[src/rtl/div_ctrl_pkg.sv]
// div_ctrl_pkg -- shared encodings for the iterative divider controller.
//   state_e          : controller state enum (IDLE, SWEEP, FIX, DONE)
//   ST_*             : the same encodings as plain logic [1:0] constants
//   EN_OFF/MID/LAST  : 2-bit strobe encodings for en_shift / en_borrow
package div_ctrl_pkg;

    typedef enum logic [1:0] {
        S_IDLE  = 2'd0,
        S_SWEEP = 2'd1,
        S_FIX   = 2'd2,
        S_DONE  = 2'd3
    } state_e;

    localparam logic [1:0] ST_IDLE  = S_IDLE;
    localparam logic [1:0] ST_SWEEP = S_SWEEP;
    localparam logic [1:0] ST_FIX   = S_FIX;
    localparam logic [1:0] ST_DONE  = S_DONE;

    localparam logic [1:0] EN_OFF  = 2'd0;
    localparam logic [1:0] EN_MID  = 2'd1;
    localparam logic [1:0] EN_LAST = 2'd2;

endpackage

[src/rtl/div_iter_ctrl_if.sv]
// div_iter_ctrl_if -- control bundle between the divider controller and its
// datapath.
//   start, error_flag        : datapath -> controller
//   enable_all, en_cout, en_q, en_shift, en_borrow, en_v_upper, fixing,
//   wr_V_ram, rd_V_ram, busy, done, digit_cnt : controller -> datapath
// modport slave is the controller side, modport master the datapath side.
interface div_iter_ctrl_if #(
    parameter int NUM_DIGITS = 16,
    parameter int RAM_width  = 7
);
    localparam int DIGIT_W = $clog2(NUM_DIGITS + 1);

    logic                 start;
    logic                 error_flag;
    logic                 enable_all;
    logic                 en_cout;
    logic [1:0]           en_q;
    logic [1:0]           en_shift;
    logic [1:0]           en_borrow;
    logic                 en_v_upper;
    logic                 fixing;
    logic [RAM_width-1:0] wr_V_ram;
    logic [RAM_width-1:0] rd_V_ram;
    logic                 busy;
    logic                 done;
    logic [DIGIT_W-1:0]   digit_cnt;

    modport master (
        output start, error_flag,
        input  enable_all, en_cout, en_q, en_shift, en_borrow, en_v_upper,
               fixing, wr_V_ram, rd_V_ram, busy, done, digit_cnt
    );

    modport slave (
        input  start, error_flag,
        output enable_all, en_cout, en_q, en_shift, en_borrow, en_v_upper,
               fixing, wr_V_ram, rd_V_ram, busy, done, digit_cnt
    );

endinterface

[src/rtl/div_addr_gen.sv]
// div_addr_gen -- V RAM address generation.
//   clk, async_clear : clock and synchronous active-high clear
//   ptr_clr          : return the write pointer to 0 (end of a division)
//   ptr_inc          : advance the write pointer (one residue line written)
//   rd_en            : fix pass active, read back this digit's lines
//   line_cnt         : current line within the digit
//   wr_addr          : write pointer, wraps modulo 2^RAM_width
//   rd_addr          : (wr pointer - LINES + line_cnt) mod 2^RAM_width, else 0
module div_addr_gen #(
    parameter int LINES     = 4,
    parameter int RAM_width = 7,
    parameter int LINE_W    = 2
) (
    input  logic                 clk,
    input  logic                 async_clear,
    input  logic                 ptr_clr,
    input  logic                 ptr_inc,
    input  logic                 rd_en,
    input  logic [LINE_W-1:0]    line_cnt,
    output logic [RAM_width-1:0] wr_addr,
    output logic [RAM_width-1:0] rd_addr
);

    logic [RAM_width-1:0] ptr_q;

    // NOTE: state registers use non-blocking assignments so every flop samples
    // pre-edge values regardless of block ordering.
    always_ff @(posedge clk) begin
        if (async_clear || ptr_clr) begin
            ptr_q <= '0;
        end else if (ptr_inc) begin
            ptr_q <= ptr_q + RAM_width'(1);   // natural wrap at 2^RAM_width
        end
    end

    assign wr_addr = ptr_q;

    // After a sweep the pointer sits LINES past the first line of the digit;
    // modular subtraction walks back over exactly those lines, across a wrap.
    assign rd_addr = rd_en ? (ptr_q - RAM_width'(LINES) + RAM_width'(line_cnt))
                           : '0;

endmodule

[src/rtl/div_iter_ctrl.sv]
// div_iter_ctrl -- iteration controller for a digit-recurrence divider.
// Each quotient digit is a SWEEP over LINES residue lines (LSD line first),
// optionally followed by a FIX pass re-reading the same lines when the
// datapath flags the digit. After NUM_DIGITS digits a one-cycle DONE follows.
//   clk         : clock, rising edge
//   async_clear : synchronous active-high clear (name kept for compatibility)
//   bus         : div_iter_ctrl_if.slave -- start/error_flag in, strobes,
//                 V RAM addresses, busy/done and digit_cnt out
// All outputs decode registered state only.
module div_iter_ctrl
    import div_ctrl_pkg::*;
#(
    parameter int UNROLLING  = 4,
    parameter int LINES      = 4,
    parameter int NUM_DIGITS = 16,
    parameter int RAM_width  = 7
) (
    input  logic            clk,
    input  logic            async_clear,
    div_iter_ctrl_if.slave  bus
);

    localparam int LINE_W  = (LINES > 1) ? $clog2(LINES) : 1;
    localparam int DIGIT_W = $clog2(NUM_DIGITS + 1);

    if (LINES < 2 || UNROLLING < 1 || NUM_DIGITS < 1) begin : g_param_check
        $error("div_iter_ctrl: LINES must be >= 2, UNROLLING and NUM_DIGITS >= 1");
    end

    logic [1:0]           state_q;
    logic [LINE_W-1:0]    line_q;
    logic [DIGIT_W-1:0]   digit_q;
    logic                 last_line;
    logic                 last_digit;
    logic [RAM_width-1:0] wr_addr;
    logic [RAM_width-1:0] rd_addr;

    assign last_line  = (line_q  == LINE_W'(LINES - 1));
    assign last_digit = (digit_q == DIGIT_W'(NUM_DIGITS - 1));

    // The clear is only looked at on the clock edge, so it sits inside the
    // clocked branch rather than in the sensitivity list.
    always_ff @(posedge clk) begin
        if (async_clear) begin
            state_q <= ST_IDLE;
            line_q  <= '0;
            digit_q <= '0;
        end else begin
            case (state_q)
                ST_IDLE: begin
                    if (bus.start) begin
                        state_q <= ST_SWEEP;
                        line_q  <= '0;
                        digit_q <= '0;
                    end
                end
                ST_SWEEP: begin
                    if (last_line) begin
                        line_q <= '0;
                        if (bus.error_flag) begin
                            state_q <= ST_FIX;       // digit stays, re-read its lines
                        end else begin
                            digit_q <= digit_q + DIGIT_W'(1);
                            state_q <= last_digit ? ST_DONE : ST_SWEEP;
                        end
                    end else begin
                        line_q <= line_q + LINE_W'(1);
                    end
                end
                ST_FIX: begin
                    if (last_line) begin
                        line_q  <= '0;
                        digit_q <= digit_q + DIGIT_W'(1);
                        state_q <= last_digit ? ST_DONE : ST_SWEEP;
                    end else begin
                        line_q <= line_q + LINE_W'(1);
                    end
                end
                default: begin                       // ST_DONE
                    state_q <= ST_IDLE;
                    digit_q <= '0;
                end
            endcase
        end
    end

    div_addr_gen #(
        .LINES     (LINES),
        .RAM_width (RAM_width),
        .LINE_W    (LINE_W)
    ) u_addr_gen (
        .clk         (clk),
        .async_clear (async_clear),
        .ptr_clr     (state_q == ST_DONE),   // next division starts at address 0
        .ptr_inc     (state_q == ST_SWEEP),
        .rd_en       (state_q == ST_FIX),
        .line_cnt    (line_q),
        .wr_addr     (wr_addr),
        .rd_addr     (rd_addr)
    );

    // NOTE: every output gets a default before the case so no path through
    // this block leaves a value unassigned and infers a latch.
    always_comb begin
        bus.enable_all = 1'b0;
        bus.en_cout    = 1'b0;
        bus.en_q       = EN_OFF;
        bus.en_shift   = EN_OFF;
        bus.en_borrow  = EN_OFF;
        bus.en_v_upper = 1'b0;
        bus.fixing     = 1'b0;
        bus.busy       = (state_q != ST_IDLE);
        bus.done       = (state_q == ST_DONE);
        bus.digit_cnt  = digit_q;
        bus.wr_V_ram   = wr_addr;
        bus.rd_V_ram   = rd_addr;
        case (state_q)
            ST_SWEEP: begin
                bus.enable_all = 1'b1;
                bus.en_q       = (line_q == '0) ? 2'd1 : EN_OFF;  // quotient enters on the LSD line
                bus.en_cout    = !last_line;
                bus.en_shift   = last_line ? EN_LAST : EN_MID;
                bus.en_v_upper = last_line;
            end
            ST_FIX: begin
                bus.enable_all = 1'b1;
                bus.fixing     = 1'b1;
                bus.en_borrow  = last_line ? EN_LAST : EN_MID;
            end
            default: ;
        endcase
    end

endmodule

[src/flat_wrapper.sv]
// flat-port wrapper written by rule: the top's interface ports become plain ports
module div_iter_ctrl_flat import div_ctrl_pkg::*;
#(
    parameter int UNROLLING  = 4,
    parameter int LINES      = 4,
    parameter int NUM_DIGITS = 16,
    parameter int RAM_width  = 7
)
  (clk, async_clear, bus_start, bus_error_flag, bus_enable_all, bus_en_cout, bus_en_q, bus_en_shift, bus_en_borrow, bus_en_v_upper, bus_fixing, bus_wr_V_ram, bus_rd_V_ram, bus_busy, bus_done, bus_digit_cnt);
  div_iter_ctrl_if #(.NUM_DIGITS(NUM_DIGITS), .RAM_width(RAM_width)) bus_i ();
  input  logic clk;
  input  logic async_clear;
  input wire logic [$bits(bus_i.start)-1:0] bus_start;
  input wire logic [$bits(bus_i.error_flag)-1:0] bus_error_flag;
  output wire logic [$bits(bus_i.enable_all)-1:0] bus_enable_all;
  output wire logic [$bits(bus_i.en_cout)-1:0] bus_en_cout;
  output wire logic [$bits(bus_i.en_q)-1:0] bus_en_q;
  output wire logic [$bits(bus_i.en_shift)-1:0] bus_en_shift;
  output wire logic [$bits(bus_i.en_borrow)-1:0] bus_en_borrow;
  output wire logic [$bits(bus_i.en_v_upper)-1:0] bus_en_v_upper;
  output wire logic [$bits(bus_i.fixing)-1:0] bus_fixing;
  output wire logic [$bits(bus_i.wr_V_ram)-1:0] bus_wr_V_ram;
  output wire logic [$bits(bus_i.rd_V_ram)-1:0] bus_rd_V_ram;
  output wire logic [$bits(bus_i.busy)-1:0] bus_busy;
  output wire logic [$bits(bus_i.done)-1:0] bus_done;
  output wire logic [$bits(bus_i.digit_cnt)-1:0] bus_digit_cnt;
  assign bus_i.start = bus_start;
  assign bus_i.error_flag = bus_error_flag;
  assign bus_enable_all = bus_i.enable_all;
  assign bus_en_cout = bus_i.en_cout;
  assign bus_en_q = bus_i.en_q;
  assign bus_en_shift = bus_i.en_shift;
  assign bus_en_borrow = bus_i.en_borrow;
  assign bus_en_v_upper = bus_i.en_v_upper;
  assign bus_fixing = bus_i.fixing;
  assign bus_wr_V_ram = bus_i.wr_V_ram;
  assign bus_rd_V_ram = bus_i.rd_V_ram;
  assign bus_busy = bus_i.busy;
  assign bus_done = bus_i.done;
  assign bus_digit_cnt = bus_i.digit_cnt;
  div_iter_ctrl #(.UNROLLING(UNROLLING), .LINES(LINES), .NUM_DIGITS(NUM_DIGITS), .RAM_width(RAM_width)) u_core (.clk(clk), .async_clear(async_clear), .bus(bus_i));
endmodule
[config.mk]
export PLATFORM = sky130hd
export DESIGN_NAME = div_iter_ctrl_flat
export DESIGN_NICKNAME = d
export VERILOG_FILES = /design/src/rtl/div_ctrl_pkg.sv /design/src/rtl/div_iter_ctrl_if.sv /design/src/rtl/div_addr_gen.sv /design/src/rtl/div_iter_ctrl.sv /design/src/flat_wrapper.sv
export SDC_FILE = /design/constraint.sdc
export NUM_CORES = 1
export LEC_CHECK = 0
export CAP_MARGIN = 10
export CORE_MARGIN = 1
export CORE_UTILIZATION = 45
export CTS_BUF_LIST = sky130_fd_sc_hd__clkbuf_4 sky130_fd_sc_hd__clkbuf_8
export CTS_CLUSTER_SIZE = 28
export DETAILED_ROUTE_END_ITERATION = 7
export PLACE_DENSITY = 0.82
export SLEW_MARGIN = 25
export SYNTH_ARGS = -nofsm -noshare
export SYNTH_HDL_FRONTEND = slang
export SYNTH_SLANG_ARGS = --single-unit
[constraint.sdc]
create_clock -name clk -period 2.6 [get_ports clk]
set_clock_uncertainty 0.2 [all_clocks]
set_input_delay 0.52 -clock clk [delete_from_list [all_inputs] [get_ports clk]]
set_output_delay 0.52 -clock clk [all_outputs]
set_load 0.005 [all_outputs]
# --- Word-level counts from Yosys, hierarchy flattened ---
# Cells that the tools add are included.
totals:
  regBits: 16
  latchBits: 0
  ramBits: 0
  rom_bits: 0
  in_bits: 4
  output_inout_bits: 31
  n_memories: 0
op_classes:
  add_sub_neg: 5
  multipliers: 0
  div_mod_pow: 0
  magnitude_cmp: 0
  n_eq_ne: 9
  n_shift: 0
  n_mux: 24
  bitwise_logic: 0
  n_reduce_logical: 10
ops:
  columns: ["op", "count"]
  rows:
  - ["$mux 2", 11]
  - ["$mux 5", 4]
  - ["$pmux 5 s3", 1]
  - ["$add 7x1->7 const B", 1]
  - ["$add 7x2->7", 1]
  - ["$mux 7", 1]
  - ["$sub 7x3->7 const B", 1]
  - ["$eq 2x2->1 const B", 3]
  - ["$pmux 2 s3", 1]
  - ["$add 5x1->5 const B", 1]
  - ["$eq 5x4->1 const B", 1]
  - ["$mux 1", 5]
  - ["$logic_not 2->1", 2]
  - ["$ne 2x1->1 const B", 2]
  - ["$ne 2x2->1 const B", 2]
  - ["$pmux 2 s2", 1]
  - ["$reduce_and 4->1", 1]
  - ["$reduce_bool 2->1", 2]
  - ["$reduce_and 3->1", 1]
  - ["$add 2x1->2 const B", 1]
  - ["$eq 2x1->1 const B", 1]
  - ["$reduce_and 2->1", 1]
  - ["$reduce_or 2->1", 1]
  - ["$logic_not 1->1", 1]
  - ["$logic_or 1x1->1", 1]

# --- Longest topological paths before layout ---
# Gate-level depths: netlist of the first run.
depth:
  word_depth: 5
  ltp_mapped: 7

# --- Cells and area by module ---
# From an unflattened synthesis of the first run, not the netlist that was laid out.
hier_totals:
  cells_unflattened: 138
  hier_area_um2: 1161.1
modules_own_cells:
  columns: ["module", "instances", "cells_per_inst", "area_per_inst_um2", "seq_area_each_um2"]
  rows:
  - ["div_iter_ctrl", 1, 79, 675.6, 180.2]
  - ["div_addr_gen", 1, 59, 485.5, 140.1]

# --- Worst setup path after synthesis of the first run ---
# Ideal clock, no wire load.
synth_path:
  path_type: "register to output"
  startpoint: "reg u_core.u_addr_gen.ptr_q[0] (netlist: u_core.u_addr_gen.wr_addr[0])"
  endpoint: "out bus_rd_V_ram[6]"
  arrival_time_ps: 1467
  required_time_ps: 1880
  slack_ps: 413
  path_stages_with_launch: 7
  path_buffers: 0
  cell_sequence: "dfxtp_1 -> ha_1 -> inv_1 -> fa_1 -> nand3b_1 -> xnor2_1 -> and2_1"
synth_via:
  elab_chain_len: 3
synth_rtl:
  columns: ["element", "line", "rtl"]
  rows:
  - ["start: declaration", "div_addr_gen.sv:24", "logic [RAM_width-1:0] ptr_q;"]
  - ["start signal: assignment", "div_addr_gen.sv:32", "ptr_q <= ptr_q + RAM_width'(1);"]
  - ["$sub 7x3->7", "div_addr_gen.sv:40", "assign rd_addr = rd_en ? (ptr_q - RAM_width'(LINES) + RAM_width'(line_cnt))"]
  - ["$add 7x2->7", "div_addr_gen.sv:40", null]
  - ["$mux 7", "div_addr_gen.sv:40", null]
  - ["end: declaration", "flat_wrapper.sv:23", "output wire logic [$bits(bus_i.rd_V_ram)-1:0] bus_rd_V_ram;"]
# Every way passes these cells.

# --- Worst setup path after layout of the first run ---
layout_path:
  startpoint: "reg u_core.u_addr_gen.ptr_q[0] (netlist: u_core.u_addr_gen.wr_addr[0])"
  endpoint: "out bus_rd_V_ram[4]"
# The elaborated chain is that of the path after synthesis.

==> metrics.csv, run 1 <==
metric,value,unit
Hold/Removal Path Class,reg2reg,
Slew Limit Fails,0,
crit path capture type,output pin,
Gate power share,52.9,%
share of layout cells above drive strength 1,19.5,%
achievable frequency,390,MHz
Yosys reg bits,16,
Worst-path clk slew,110,ps
number of CTS-inserted buffers,3,
DR iter-0 viols,7,
hold_sp,u_core.bus.digit_cnt[4]$_SDFFE_PP0P_,
Synth Flop Type,dfxtp_1,
Critical Path RT,1880,ps
Total GRT Usage,20.9,%
height of the die,52.3,microns
Hold Path Cell Cnt,2,
die width,52.3,microns
via count,1049,
Synth Area in XOR/XNOR,6.92,%
Reg2Reg Depth,6,
Yosys top cell by area,dfxtp_1,
DRC viols,0,
outcome,finished clean,
worst-path fanout max,3,
Area Overhead vs Synth,39.1,%
Area after DPL,0.00150,sq mm
fraction of registers with async set/reset,0,%
R2R Path End,u_core.bus.digit_cnt[2]$_SDFFE_PP0P_,
fraction of the mapped netlist area in adder cells,13.8,%
first-pass GRT wire length,4260,microns
Mapped Cells,134,
Compound-Gate Fraction of Synth Area,13.6,%
Worst path max stage delay,400,ps
Overflow after GRT,0,
clk sinks,16,
flop2flop setup slack,630,ps
"buffers from clock root to sink, at most",2,
CP startpoint kind,flop,
gpl congestion,0.799,
Mapped Area,0.00114,sq mm
Core Box Area,0.00230,sq mm
most used standard cell by instance count after synthesis,dfxtp_1,
worst-path cell chain,ha_2 > inv_1 > fa_2 > buf_4 > nand2_2 > xnor2_1 > and2_1 > dlymetal6s2s_1,
initial core utilization,49.6,%
P_leak,0.710,nW
Crit-path slowest cell,fa_2,
Final Hold Vio Count,0,
CP Data Arrival Time,1840,ps
register area share after synthesis,28.1,%
CTS tree,done,
Routed Antenna Nets,0,
synth unique cells,36,
latest clock arrival within the worst-skew pair,290,ps
I/O pin count,35,
Final Net Count,186,
HPWL Detailed,2000,microns
root buffer cell,clkbuf_4,
crit share post-route,98.5,%
number of synthesized flops with an enable pin,0,
largest family of logic cells by synthesized area,simple AND/OR/NAND/NOR gates,
overall routed net length,2670,microns
min Tclk post-route,2560,ps
number of global-route vias before repair,1028,
Inst Count DP,192,
syn_area_per_cell,8.50,sq um
Synth Warn #,0,
WL per Instance,13.6,microns
final instance area,0.00158,sq mm
Mapped Nets,150,
DR pass1 iterations,4,
# port buffers,33,
Synth top area share,28.1,%
die area,0.00274,sq mm
# setup viols final,0,
"top cells by area, synth","dfxtp_1 (28%), ha_1 (12%), a21oi_1 (4.8%), nor2_1 (4.0%), and2_1 (3.8%)",
WHS Endpoint,u_core.bus.digit_cnt[4]$_SDFFE_PP0P_,
via-per-instance ratio,5.32,
Clk pwr share,16.7,%
Int Pwr,0.655,mW
final std cells w/o fill,197,
Max VDD drop,0.558,mV
mux cell area share after synthesis,1.76,%
Psw,0.384,mW
unrepaired setup endpoints after global routing,yes,
critical path type,reg2out,
max cap viols,0,
Seq pwr share,30.4,%
n_diodes,0,
PD cells,656,mW/mm^2
Crit Reg-Reg Startpoint,u_core.state_q[1]$_SDFFE_PP0P_,
list of most frequent post-synthesis cells,"dfxtp_1 (16), nor2_1 (12), a21oi_1 (11), ha_1 (11), inv_1 (9)",
Switching Fraction,37.0,%
H-tree levels,1,
largest net degree at the start of global routing,12,
row count,17,
simple logic cell fraction of the synthesized area,27.4,%
antenna violations before repair,0,
through the flow:
stage	worst slack [ps]	setup TNS [ps]	hold slack, ps	power [mW]	util [%]
after floorplan	413	0	261	0.636	-
after global placement	71.8	0	260	0.835	65.3
after detailed placement	29.0	0	274	0.860	65.3
after CTS	-176	-527	289	1.03	67.0
after global routing	-46.0	-46.0	327	1.11	69.0
final	37.8	0	288	1.04	69.0
cell usage in the layout (no fill, tap or decap), drive strengths merged, types with 3 or more instances in the layout:
cell type,n
a21oi,11
and2,9
buf,8
clkbuf,5
clkdlybuf4s50,27
dfxtp,16
dlymetal6s2s,4
ha,11
inv,9
nand2,8
nand3,4
nand3b,4
nor2,12
nor2b,6
o21ai,5
or3,3
xnor2,4
xor2,5
per-layer routing:
layer  global-route usage [%]  vias to the layer above  part of all wire [%]
met4                     7.89                        0                   1.1
met2                     38.4                       27                    54
li1                         -                      516                     -
met3                     3.77                        4                   3.0
met1                     23.4                      502                    42
met5                        0                        -                     0
cells by family after synthesis:
group / Yosys count
buffers and inverters: 19
other: 1
xor gates and xnor gates: 9
AOI/OAI and AO/OA: 22
muxes: 2
adders and majority gates: 12
and+or+nand+nor: 53
DFF: 16
registers in the layout, summed over array words and instances (netlist names):
register                   count
u_core.u_addr_gen.wr_addr      7
u_core.bus.digit_cnt           5
u_core.line_q                  2
u_core.state_q                 2
worst max path at each step:
stage	startpoint	to	cells after the start
3_5_place_dp	u_core.u_addr_gen.wr_addr[0]$_SDFFE_PP0P_	bus_rd_V_ram[6]	7
5_1_grt	u_core.line_q[0]$_SDFFE_PP0P_	bus_rd_V_ram[4]	8
3_3_place_gp	u_core.u_addr_gen.wr_addr[0]$_SDFFE_PP0P_	bus_rd_V_ram[6]	7
6_report	u_core.u_addr_gen.wr_addr[0]$_SDFFE_PP0P_	bus_rd_V_ram[4]	8
2_1_floorplan	u_core.u_addr_gen.wr_addr[0]$_SDFFE_PP0P_	bus_rd_V_ram[6]	6
4_1_cts	u_core.u_addr_gen.wr_addr[1]$_SDFFE_PP0P_	bus_rd_V_ram[3]	6
layout make-up:
type | instances | area (sq um)
multi-input cells | 99 | 758
fillers | 187 | 713
repair buffers | 41 | 394
flip-flops and latches | 16 | 327
clock buffers | 4 | 36.3
well taps | 28 | 35.0
inverters | 9 | 33.8
power groups by stage:
stage          clock network (mW)  registers (mW)  logic [mW]
3_3_place_gp                    0           0.312       0.523
6_report                    0.173           0.316       0.550
4_1_cts                     0.169           0.313       0.547
3_5_place_dp                    0           0.315       0.545
5_1_grt                     0.183           0.321       0.607
2_1_floorplan                   0           0.327       0.310
worst max-delay path: cells and delay by family, from the launching register on:
kind	cells	cell delay [ps]
xor gates and xnor gates	1	60
buffers and inverters	3	350
DFF	1	350
adders and majority gates	2	580
and+or+nand+nor	2	210
repair_timing:
action,in CTS,in global routing
hold buffers,0,0
setup buffers,0,1
pin swaps,0,2
resized for setup,6,16
setup endpoints to repair,6,10
(Power assumes the default switching activity.)
==> inputs of run 2 (changes only) <==
--- a/config.mk
+++ b/config.mk
@@ -5,7 +5,6 @@
 export SDC_FILE = /design/constraint.sdc
 export NUM_CORES = 1
 export LEC_CHECK = 0
-export CAP_MARGIN = 10
 export CORE_MARGIN = 1
 export CORE_UTILIZATION = 45
 export CTS_BUF_LIST = sky130_fd_sc_hd__clkbuf_4 sky130_fd_sc_hd__clkbuf_8
==> results of run 2 <==
Same layout as run 1: the final DEF is identical, and so are final timing and power.
==> inputs of run 3 (changes only) <==
==> constraint.sdc (replaced) <==
create_clock -name clk -period 2.85 [get_ports clk]
set_clock_uncertainty 0.2 [all_clocks]
set_input_delay 0.57 -clock clk [delete_from_list [all_inputs] [get_ports clk]]
set_output_delay 0.57 -clock clk [all_outputs]
set_load 0.005 [all_outputs]
==> metrics.csv, run 3 (synthesis results as in run 1) <==
metric,value,unit
die width,52.3,microns
Final Net Count,184,
DRC viols,0,
latest clock arrival within the worst-skew pair,290,ps
Layout fillers,186,
worst-path cell chain,ha_1 > a21oi_2 > nor2b_2 > xor2_1 > and2_1 > clkdlybuf4s50_1,
Routed Antenna Nets,0,
DR pass1 iterations,4,
first-pass GRT wire length,4090,microns
overall routed net length,2550,microns
CTS tree,done,
cell depth of the worst setup path,6,
Reg2Reg Depth,6,
number of flip-flops under the largest register name,7,
Critical Path RT,2080,ps
multi-input logic area,738,sq um
n_diodes,0,
Storage cell area,324,sq um
hold_buf cts,0,
Slew Limit Fails,0,
WL per Instance,13.1,microns
root buffer cell,clkbuf_4,
crit path capture type,output pin,
# setup viols final,0,
hold_sp,u_core.bus.digit_cnt[4]$_SDFFE_PP0P_,
flop2flop setup slack,740,ps
achievable frequency,355,MHz
Hold Path Cell Cnt,2,
"buffers from clock root to sink, at most",2,
# port buffers,33,
Inst Count DP,189,
CP Buf/Inv Count,1,
Total GRT Usage,19.5,%
share of layout cells above drive strength 1,15.6,%
antenna violations before repair,0,
outcome,finished clean,
crit share post-route,98.8,%
P_leak,0.667,nW
via count,1024,
CP startpoint kind,flop,
max cap viols,0,
"commonest non-fill, non-tap cell in the layout",clkdlybuf4s50_1,
R2R Path End,u_core.bus.digit_cnt[0]$_SDFFE_PP0P_,
Worst path max stage delay,500,ps
die area,0.00274,sq mm
PD cells,610,mW/mm^2
gpl congestion,0.750,
critical path type,reg2out,
"commonest cells after routing, fill and taps aside","clkdlybuf4s50_1 (30), dfxtp_1 (13), nor2_1 (12)",
height of the die,52.3,microns
CP Data Arrival Time,2050,ps
via-per-instance ratio,5.25,
Core Box Area,0.00230,sq mm
worst-path fanout max,3,
Crit-path slowest cell,clkdlybuf4s50_1,
Final Hold Vio Count,0,
row count,17,
Hold/Removal Path Class,reg2reg,
Area Overhead vs Synth,36.2,%
min Tclk post-route,2820,ps
Worst-path clk slew,100,ps
WHS Endpoint,u_core.bus.digit_cnt[4]$_SDFFE_PP0P_,
unrepaired setup endpoints after global routing,yes,
I/O pin count,35,
DR iter-0 viols,11,
initial core utilization,49.6,%
final std cells w/o fill,195,
H-tree levels,1,
Overflow after GRT,0,
clk sinks,16,
HPWL Detailed,1890,microns
"Core Util, Final",67.5,%
Crit Reg-Reg Startpoint,u_core.state_q[0]$_SDFFE_PP0P_,
CP top delay family,buffers and inverters,
Max VDD drop,0.410,mV
number of CTS-inserted buffers,3,
number of global-route vias before repair,1009,
largest net degree at the start of global routing,14,
==> run 3: cell count changes in the layout (fill, tap and decap cells not counted), moves of 2 or more <==
cell / delta
clkdlybuf4s50_1: +3
dfxtp_2: -2
nor2b_4: -3
nor2b_2: +3
buf_4: -2
dfxtp_1: +2
==> run 3: how the worst max path moves through the flow <==
| stage | endpoint | slack [ps] | from |
|---|---|---|---|
| 2_1_floorplan | bus_rd_V_ram[6] | 610 | u_core.u_addr_gen.wr_addr[0]$_SDFFE_PP0P_ |
| 3_3_place_gp | bus_rd_V_ram[6] | 190 | u_core.line_q[0]$_SDFFE_PP0P_ |
| 3_5_place_dp | bus_rd_V_ram[6] | 160 | u_core.line_q[0]$_SDFFE_PP0P_ |
| 4_1_cts | bus_rd_V_ram[3] | -20 | u_core.u_addr_gen.wr_addr[1]$_SDFFE_PP0P_ |
| 5_1_grt | bus_rd_V_ram[3] | -70 | u_core.u_addr_gen.wr_addr[1]$_SDFFE_PP0P_ |
| 6_report | bus_rd_V_ram[3] | 30 | u_core.u_addr_gen.wr_addr[1]$_SDFFE_PP0P_ |
==> run 3: area by class of cell <==
cell class	instances	area share [%]
inverters	9	2.18
repair buffers	39	24.7
multi-input cells	99	47.6
well taps	28	2.26
clock buffers	4	2.34
flip-flops and latches	16	20.9
==> run 3: metrics by stage <==
stage	worst slack, ps	setup TNS, ps	hold WS (ps)	instance area (sq um)	power, mW
2_1_floorplan	613	0	261	1140	0.580
3_5_place_dp	156	0	273	1480	0.772
5_1_grt	-67.7	-68.2	305	1550	1.00
6_report	32.9	0	284	1550	0.945
4_1_cts	-15.1	-15.1	288	1530	0.936
3_3_place_gp	194	0	259	1480	0.754
==> run 3: power by group <==
group	internal, mW	switching [mW]
clock	0.0778	0.0780
sequential	0.257	0.0302
combinational	0.263	0.239
total	0.598	0.348
==> run 3: metal layers <==
metal | vias up | wire, microns | track usage [%]
met5 | - | 0 | 0
met4 | 0 | 16 | 9.21
met3 | 4 | 81 | 1.16
met2 | 30 | 1280 | 35.7
met1 | 478 | 1170 | 22.8
li1 | 512 | - | -
==> run 3: timing repair <==
| item | CTS | global route |
|---|---|---|
| buffers inserted | 1 | 1 |
| endpoints found under the setup margin | 4 | 4 |
| gates resized for setup | 5 | 5 |
| pin swaps | 1 | 1 |
| hold endpoints to repair | 0 | 0 |
==> run 3: worst register-to-register path, stage by stage, from the launching register on <==
cell and delay, ps:
dfxtp_1 400, inv_1 80, ha_1 350, nor2b_2 250, a2111oi_4 430, nand2_1 150, o31ai_2 180
